$ cat src/rtl/pipeline_ctrl_sequencer.sv
// ---------------------------------------------------------------------------
// pipeline_ctrl_sequencer
//
// Carries the per-instruction control bundle decoded in ID through the EX,
// MEM and WB control registers. It also generates the front-end write enables
// and the IF/ID flush. Bubbles are inserted for three cases:
//   - load-use hazards (one cycle),
//   - multi-cycle multiplies (EX held for MULT_LAT cycles in total),
//   - taken branches/jumps resolved in EX (ID squashed).
//
// Parameters
//   MULT_LAT          cycles a multiply occupies EX (>=1, 1 = no hold)
//
// Ports
//   Clk, Rst          clock (rising edge), synchronous active-high reset
//   ID_*              control bundle and register numbers of the ID instruction
//   EX_BranchTaken    branch/jump in EX resolved taken
//   PC_WriteEnable    PC may update
//   IFID_WriteEnable  IF/ID register may update
//   IFID_Flush        squash IF/ID contents
//   StageWriteEnable  [0] ID/EX, [1] EX/MEM, [2] MEM/WB write enables
//   EX/MEM/WB_Valid   stage holds a real instruction
//   MEM_MemRead/Write gated memory strobes, MEM_ByteSel access size
//   WB_RegWrite       gated register-file write
//   WB_MemToReg       writeback source select
//   WB_Dst            writeback register
// ---------------------------------------------------------------------------
`timescale 1ns/1ps

module pipeline_ctrl_sequencer #(
  parameter int MULT_LAT = 4
) (
  input  logic       Clk,
  input  logic       Rst,
  input  logic       ID_Valid,
  input  logic       ID_RegWrite,
  input  logic       ID_MemRead,
  input  logic       ID_MemWrite,
  input  logic [1:0] ID_MemToReg,
  input  logic [1:0] ID_ByteSel,
  input  logic       ID_Mult,
  input  logic [4:0] ID_Rs,
  input  logic [4:0] ID_Rt,
  input  logic [4:0] ID_Dst,
  input  logic       EX_BranchTaken,
  output logic       PC_WriteEnable,
  output logic       IFID_WriteEnable,
  output logic       IFID_Flush,
  output logic [2:0] StageWriteEnable,
  output logic       EX_Valid,
  output logic       MEM_Valid,
  output logic       WB_Valid,
  output logic       MEM_MemRead,
  output logic       MEM_MemWrite,
  output logic [1:0] MEM_ByteSel,
  output logic       WB_RegWrite,
  output logic [1:0] WB_MemToReg,
  output logic [4:0] WB_Dst
);

  // Counter holds MULT_LAT-2 down to 0; keep at least one bit for small latencies.
  localparam int CNT_W = (MULT_LAT > 2) ? $clog2(MULT_LAT - 1) : 1;
  localparam logic [CNT_W-1:0] CNT_LOAD = (MULT_LAT > 2) ? CNT_W'(MULT_LAT - 2) : '0;

  typedef enum logic [0:0] {
    RUN       = 1'b0,
    MULT_WAIT = 1'b1
  } state_t;

  state_t           state;
  logic [CNT_W-1:0] cnt;

  // EX stage control register
  logic       vld_p0;
  logic       regwrite_p0;
  logic       memread_p0;
  logic       memwrite_p0;
  logic [1:0] memtoreg_p0;
  logic [1:0] bytesel_p0;
  logic       mult_p0;
  logic [4:0] dst_p0;

  // MEM stage control register
  logic       vld_p1;
  logic       regwrite_p1;
  logic       memread_p1;
  logic       memwrite_p1;
  logic [1:0] memtoreg_p1;
  logic [1:0] bytesel_p1;
  logic [4:0] dst_p1;

  // WB stage control register
  logic       vld_p2;
  logic       regwrite_p2;
  logic [1:0] memtoreg_p2;
  logic [4:0] dst_p2;

  logic branch;
  logic stall;
  logic capture;

  // A load in EX whose destination feeds the ID instruction; $0 never conflicts.
  function automatic logic load_use(
    input logic       id_vld,
    input logic       ex_vld,
    input logic       ex_memread,
    input logic [4:0] ex_dst,
    input logic [4:0] rs,
    input logic [4:0] rt
  );
    return id_vld && ex_vld && ex_memread && (ex_dst != 5'd0) &&
           ((ex_dst == rs) || (ex_dst == rt));
  endfunction

  // Branch outranks load-use: the dependent instruction is squashed anyway.
  assign branch  = (state == RUN) && EX_BranchTaken && vld_p0;
  assign stall   = (state == RUN) && !branch &&
                   load_use(ID_Valid, vld_p0, memread_p0, dst_p0, ID_Rs, ID_Rt);
  assign capture = (state == RUN) && ID_Valid && !branch && !stall;

  // The FSM enters MULT_WAIT on the same edge that loads the multiply into EX,
  // so the multiply's first EX cycle is already a hold cycle. MULT_LAT-1 hold
  // cycles followed by one RUN cycle give MULT_LAT cycles of EX occupancy.
  always_ff @(posedge Clk) begin
    if (Rst) begin
      state <= RUN;
      cnt   <= '0;
    end else begin
      case (state)
        RUN: begin
          if (capture && ID_Mult && (MULT_LAT > 1)) begin
            state <= MULT_WAIT;
            cnt   <= CNT_LOAD;
          end
        end
        MULT_WAIT: begin
          // Never keep holding EX once it no longer contains a multiply.
          if ((cnt == '0) || !(vld_p0 && mult_p0)) begin
            state <= RUN;
          end else begin
            cnt <= cnt - CNT_W'(1);
          end
        end
        default: state <= RUN;
      endcase
    end
  end

  always_comb begin
    PC_WriteEnable   = 1'b1;
    IFID_WriteEnable = 1'b1;
    IFID_Flush       = 1'b0;
    StageWriteEnable = 3'b111;
    if (Rst) begin
      PC_WriteEnable   = 1'b0;
      IFID_WriteEnable = 1'b0;
      IFID_Flush       = 1'b1;
      StageWriteEnable = 3'b000;
    end else if (state == MULT_WAIT) begin
      PC_WriteEnable      = 1'b0;
      IFID_WriteEnable    = 1'b0;
      StageWriteEnable[0] = 1'b0;
    end else if (branch) begin
      IFID_Flush = 1'b1;
    end else if (stall) begin
      PC_WriteEnable   = 1'b0;
      IFID_WriteEnable = 1'b0;
    end
  end

  // ---- ID -> EX boundary: held during MULT_WAIT, bubble when not captured ----
  always_ff @(posedge Clk) begin
    if (Rst) begin
      vld_p0      <= 1'b0;
      regwrite_p0 <= 1'b0;
      memread_p0  <= 1'b0;
      memwrite_p0 <= 1'b0;
      memtoreg_p0 <= 2'b00;
      bytesel_p0  <= 2'b00;
      mult_p0     <= 1'b0;
      dst_p0      <= 5'd0;
    end else if (state != MULT_WAIT) begin
      if (capture) begin
        vld_p0      <= 1'b1;
        regwrite_p0 <= ID_RegWrite;
        memread_p0  <= ID_MemRead;
        memwrite_p0 <= ID_MemWrite;
        memtoreg_p0 <= ID_MemToReg;
        bytesel_p0  <= ID_ByteSel;
        mult_p0     <= ID_Mult;
        dst_p0      <= ID_Dst;
      end else begin
        vld_p0      <= 1'b0;
        regwrite_p0 <= 1'b0;
        memread_p0  <= 1'b0;
        memwrite_p0 <= 1'b0;
        memtoreg_p0 <= 2'b00;
        bytesel_p0  <= 2'b00;
        mult_p0     <= 1'b0;
        dst_p0      <= 5'd0;
      end
    end
  end

  // ---- EX -> MEM boundary: bubble while EX is held by a multiply ----
  always_ff @(posedge Clk) begin
    if (Rst || (state == MULT_WAIT)) begin
      vld_p1      <= 1'b0;
      regwrite_p1 <= 1'b0;
      memread_p1  <= 1'b0;
      memwrite_p1 <= 1'b0;
      memtoreg_p1 <= 2'b00;
      bytesel_p1  <= 2'b00;
      dst_p1      <= 5'd0;
    end else begin
      vld_p1      <= vld_p0;
      regwrite_p1 <= regwrite_p0;
      memread_p1  <= memread_p0;
      memwrite_p1 <= memwrite_p0;
      memtoreg_p1 <= memtoreg_p0;
      bytesel_p1  <= bytesel_p0;
      dst_p1      <= dst_p0;
    end
  end

  // ---- MEM -> WB boundary: always advances ----
  always_ff @(posedge Clk) begin
    if (Rst) begin
      vld_p2      <= 1'b0;
      regwrite_p2 <= 1'b0;
      memtoreg_p2 <= 2'b00;
      dst_p2      <= 5'd0;
    end else begin
      vld_p2      <= vld_p1;
      regwrite_p2 <= regwrite_p1;
      memtoreg_p2 <= memtoreg_p1;
      dst_p2      <= dst_p1;
    end
  end

  // Valids and strobes are forced low while reset is asserted.
  assign EX_Valid     = vld_p0 && !Rst;
  assign MEM_Valid    = vld_p1 && !Rst;
  assign WB_Valid     = vld_p2 && !Rst;
  assign MEM_MemRead  = vld_p1 && memread_p1 && !Rst;
  assign MEM_MemWrite = vld_p1 && memwrite_p1 && !Rst;
  assign MEM_ByteSel  = bytesel_p1;
  assign WB_RegWrite  = vld_p2 && regwrite_p2 && !Rst;
  assign WB_MemToReg  = memtoreg_p2;
  assign WB_Dst       = dst_p2;

endmodule

$ cat config.mk
export PLATFORM = sky130hd
export DESIGN_NAME = pipeline_ctrl_sequencer
export DESIGN_NICKNAME = d
export VERILOG_FILES = /design/src/rtl/pipeline_ctrl_sequencer.sv
export SDC_FILE = /design/constraint.sdc
export NUM_CORES = 1
export LEC_CHECK = 0
export ABC_CLOCK_PERIOD_IN_PS = 2320
export CORE_ASPECT_RATIO = 2
export CORE_MARGIN = 1.5
export CORE_UTILIZATION = 44
export DETAILED_ROUTE_END_ITERATION = 12
export GPL_TIMING_DRIVEN = 0
export PLACE_DENSITY = 0.8
export SLEW_MARGIN = 0
export SYNTH_ARGS = -nofsm -noshare
export SYNTH_HDL_FRONTEND = slang
export SYNTH_SLANG_ARGS = --single-unit
export TNS_END_PERCENT = 30
$ cat constraint.sdc
create_clock -name Clk -period 2.32 [get_ports Clk]
set_input_delay 0.348 -clock Clk [delete_from_list [all_inputs] [get_ports Clk]]
set_output_delay 0.348 -clock Clk [all_outputs]
set_load 0.01 [all_outputs]
Word level (Yosys, flattened, before mapping)

Index checks and enable logic that the tools add are counted.

Register bits after elaboration: 39
Input bits: 27
Output and inout port bits: 21

$add $sub $neg: 1
Equal/unequal tests: 4
Multiplexer cells: 24
Bitwise operators: 1
Reductions and logical operators: 32

Operators with widths:

| operator              | number |
|---|---|
| $logic_and A1 B1 Y1   | 22 |
| $mux W1               | 16 |
| $eq A5 B5 Y1          | 2 |
| $mux W2               | 5 |
| $mux W5               | 1 |
| $reduce_bool A5 Y1    | 1 |
| $logic_not A1 Y1      | 4 |
| $pmux W2 S2           | 1 |
| $logic_or A1 B1 Y1    | 3 |
| $logic_not A2 Y1      | 1 |
| $ne A2 B1 Y1 const B  | 1 |
| $ne A2 B2 Y1 const B  | 1 |
| $pmux W1 S2           | 1 |
| $reduce_and A2 Y1     | 1 |
| $sub A2 B1 Y2 const B | 1 |
| $not A1 Y1            | 1 |

Logic depth before layout (Yosys ltp)

Depth in word-level cells: 11
Depth in mapped cells: 6
Mapped depth without buffers: 6

Worst setup path before layout

No wires, ideal clock.

Path type: reg-to-output
From: register dst_p0[0]
To: output port PC_WriteEnable
Data arrival time: 1.377 ns
Required time: 1.972 ns
Setup slack: 0.595 ns
Stages on the path, launching flop included: 5
Buffers on the path: 1
Cell sequence: dfxtp_1 > or4_4 > o211ai_2 > o21a_1 > buf_4

Cells in the longest elaborated chain, start to end: 8
Elaborated cells between the ends (all ways): 11

RTL lines:

| what                                                      | line     | text |
|---|---|---|
| start, declared                                           | 81       | `logic [4:0] dst_p0;` |
| start signal, assigned                                    | 191      | `dst_p0 <= ID_Dst;` |
| $eq A5 B5 Y1 or $reduce_bool A5 Y1 (tied branches)        | 112, 111 |  |
| $logic_or A1 B1 Y1 or $logic_and A1 B1 Y1 (tied branches) | 112, 111 |  |
| $logic_and A1 B1 Y1 (*)                                   | 111      | `return id_vld && ex_vld && ex_memread && (ex_dst != 5'd0) &&` |
| $logic_and A1 B1 Y1 (*)                                   | 117      | `assign stall = (state == RUN) && !branch &&` |
| $mux W1 (*) (4 in series)                                 | -        |  |
| end, declared                                             | 46       | `output logic PC_WriteEnable,` |

Every way passes the cells marked *; elsewhere a longest branch is shown, timed or not.

Final worst setup path

From: register dst_p0[0]
To: output port IFID_WriteEnable

Cells in the longest elaborated chain, start to end: 8
Elaborated cells between the ends (all ways): 11

RTL lines:

| what                                                      | line     | text |
|---|---|---|
| $eq A5 B5 Y1 or $reduce_bool A5 Y1 (tied branches)        | 112, 111 |  |
| $logic_or A1 B1 Y1 or $logic_and A1 B1 Y1 (tied branches) | 112, 111 |  |
| $logic_and A1 B1 Y1 (*)                                   | 111      |  |
| $logic_and A1 B1 Y1 (*)                                   | 117      |  |
| $mux W1 (*)                                               | 165      | `end else if (stall) begin` |
| $mux W1 (*)                                               | 163      | `end else if (branch) begin` |
| $mux W1 (*)                                               | 159      | `end else if (state == MULT_WAIT) begin` |
| $mux W1 (*)                                               | 154      | `if (Rst) begin` |
| end, declared                                             | 47       | `output logic IFID_WriteEnable,` |

Marked as above.

==> metrics <==
# setup viols final 0; number of nets in the layout 213; post-synthesis register bit count 39; H-tree levels 2; initial antenna violation count 0; antenna-violating nets left 0; Initial Util 0.455; global route overflow 0; die area 3600 um2; clk sink count 39; ys flop type dfxtp_1; Syn. warnings 0; Mapped Cells 130; CP Max Fanout 5; std cell rows 29; PD cells 700 nW/um2; DIE WIDTH 43.2 um; Hold Crit Class reg -> reg; met1 Resource Use GR 0.179; final WL 2.97 mm; Total GRT Usage 0.180; 1st-iter DRT viols 24; Post-DP HPWL 2.25 mm; area growth from synthesis to layout 45.1%; Final Cycle Share 0.937; # fillers 260; via count 1079; Pleak 0.858 nW; CP arrival 1.83 ns; Post-synth EDFFs 0; ys async rst share 0; clk_skew 0.00483 ns; relative slew slack 0.700; clock transition at the registers of the reported paths 0.07 ns; RSZ-0062 raised after global routing false; synth unique cells 29; Routability Congestion 0.814; Worst Max-Slew Pin Slew 0.450 ns; Layout Cells excl Fill 217; Hold Buf Count CTS 0; CP Capture Type output port; via/cell ratio 4.97; Cell Area, Synth 1420 um2; # DRC 0; largest net degree at the start of global routing 14; Placed Cells 207; ANT cells 0; wire per inst 13.7 um; Critical Path Source Type flip-flop; syn_nets 158; Final Util 0.661; f_max 0.460 GHz; fin crit period 2.17 ns; peak supply drop 597 uV; Placed Area 1920 um2; port bufs 46; met3 Usage GRT 0.0457; Clock Latency Late Sink 0.29 ns; Worst EP required 1.97 ns; CTS tree yes; sequential share of the synthesized area 0.549; type of the worst setup path reg -> out; Max Slew Vio Count 0; syn_area_per_cell 10.9 um2; root buf cell clkbuf_8; GRT busiest layer met2; iteration count of the initial detailed-routing pass 4; final hold viol count 0; CTS Buf Count 5; Design Area, Final 2060 um2; clk buf depth 2; fin worst setup slack 0.145 ns; most frequent cells in the layout clkdlybuf4s50_1, dfxtp_1, nor2b_1, and2_1, a22o_1; core area 3120 um2; die height 83.4 um; number of global-route vias before repair 1125; global-route wire length before repair 4.92 mm; Max Cap Viol 0; GRT met2 Usage 0.328; boundary pin count 48; pre-CTS setup slack -0.172 ns; outcome finished, final reports clean; leading cell type in the layout, fill and taps excluded clkdlybuf4s50_1; layout cells sized above 1 0.140
==> through the flow <==
stage	TNS [ns]	hold slack [ns]	power, mW
6_report	0	0.434	1.44
5_1_grt	0	0.441	1.50
4_1_cts	0	0.436	1.45
3_5_place_dp	-0.258	0.424	0.903
3_3_place_gp	-0.247	0.415	0.896
2_1_floorplan	0	0.414	0.813
==> repair_timing <==
item,4_1_cts,5_1_grt
pin swaps,2,2
gates resized for setup,5,4
endpoints found under the setup margin,2,2
setup buffers,1,1
==> synthesized netlist by cell type (3+ instances only) <==
library cell   n  area, um2
and2_1        14       87.6
nor2b_1       15       93.8
xor2_1        10       87.6
inv_1          3       11.3
dfxtp_1       39        781
clkbuf_1       4       15.0
nand2_1        4       15.0
nor2_1         5       18.8
a22o_1        12        105
==> registers in the layout (all words and copies together) (netlist names) <==
name,count
mult_p0,1
dst_p0,5
memtoreg_p0,2
vld_p0,1
state,1
WB_Dst,5
dst_p1,5
cnt,2
memtoreg_p1,2
regwrite_p2,1
memread_p1,1
regwrite_p0,1
bytesel_p0,2
memread_p0,1
MEM_ByteSel,2
WB_MemToReg,2
regwrite_p1,1
memwrite_p1,1
vld_p2,1
memwrite_p0,1
vld_p1,1
==> cell families (layout without fill, tap and decap cells) <==
family / Yosys count / in the layout / share of synthesized area
AO/OA/AOI/OAI: 23 / 23 / 0.137
XOR/XNOR: 10 / 10 / 0.0616
AND/OR/NAND/NOR: 45 / 45 / 0.188
multiplexers: 2 / 2 / 0.0176
buffers and inverters: 10 / 66 / 0.0370
flip-flops: 39 / 39 / 0.549
adder cells (fa/ha/maj): 1 / 1 / 0.00880
==> per-layer routing <==
layer,vias to the layer above,wire length [um]
met1,496,1090
met3,9,123
met2,32,1670
met4,0,80
met5,-,0
li1,542,-
==> worst paths after layout <==
path / start / to / slack (ns) / depth (start not counted)
worst max register to register: dst_p0[0] / cnt[1] / 0.44 / 6
worst min-delay path: memtoreg_p1[0] / WB_MemToReg[0] / 0.43 / 1
worst min register to register: memtoreg_p1[0] / WB_MemToReg[0] / 0.43 / 1
worst max-delay path: dst_p0[0] / IFID_WriteEnable / 0.15 / 4
==> report_power, final <==
group | switching (mW) | leakage [nW] | internal (mW)
clock network | 0.230 | 0.0581 | 0.320
registers | 0.0182 | 0.319 | 0.697
logic | 0.0722 | 0.481 | 0.105
==> worst max-delay path, cell delays in order (launching register included) <==
cell,delay [ns]
dfxtp_2,0.35
or4_4,0.56
o211ai_4,0.21
o21a_1,0.16
dlygate4sd2_1,0.27
==> cell type report <==
class / instances / area, um2 / area share
multi-input cells: 81 / 602 / 0.292
plain buffers: 7 / 42.5 / 0.0206
flip-flops and latches: 39 / 783 / 0.380
clock buffers: 5 / 68.8 / 0.0334
repair buffers: 48 / 472 / 0.229
well taps: 31 / 38.8 / 0.0188
inverters: 3 / 11.3 / 0.00546
clock inverters: 3 / 43.8 / 0.0212
(Power assumes the default switching activity.)
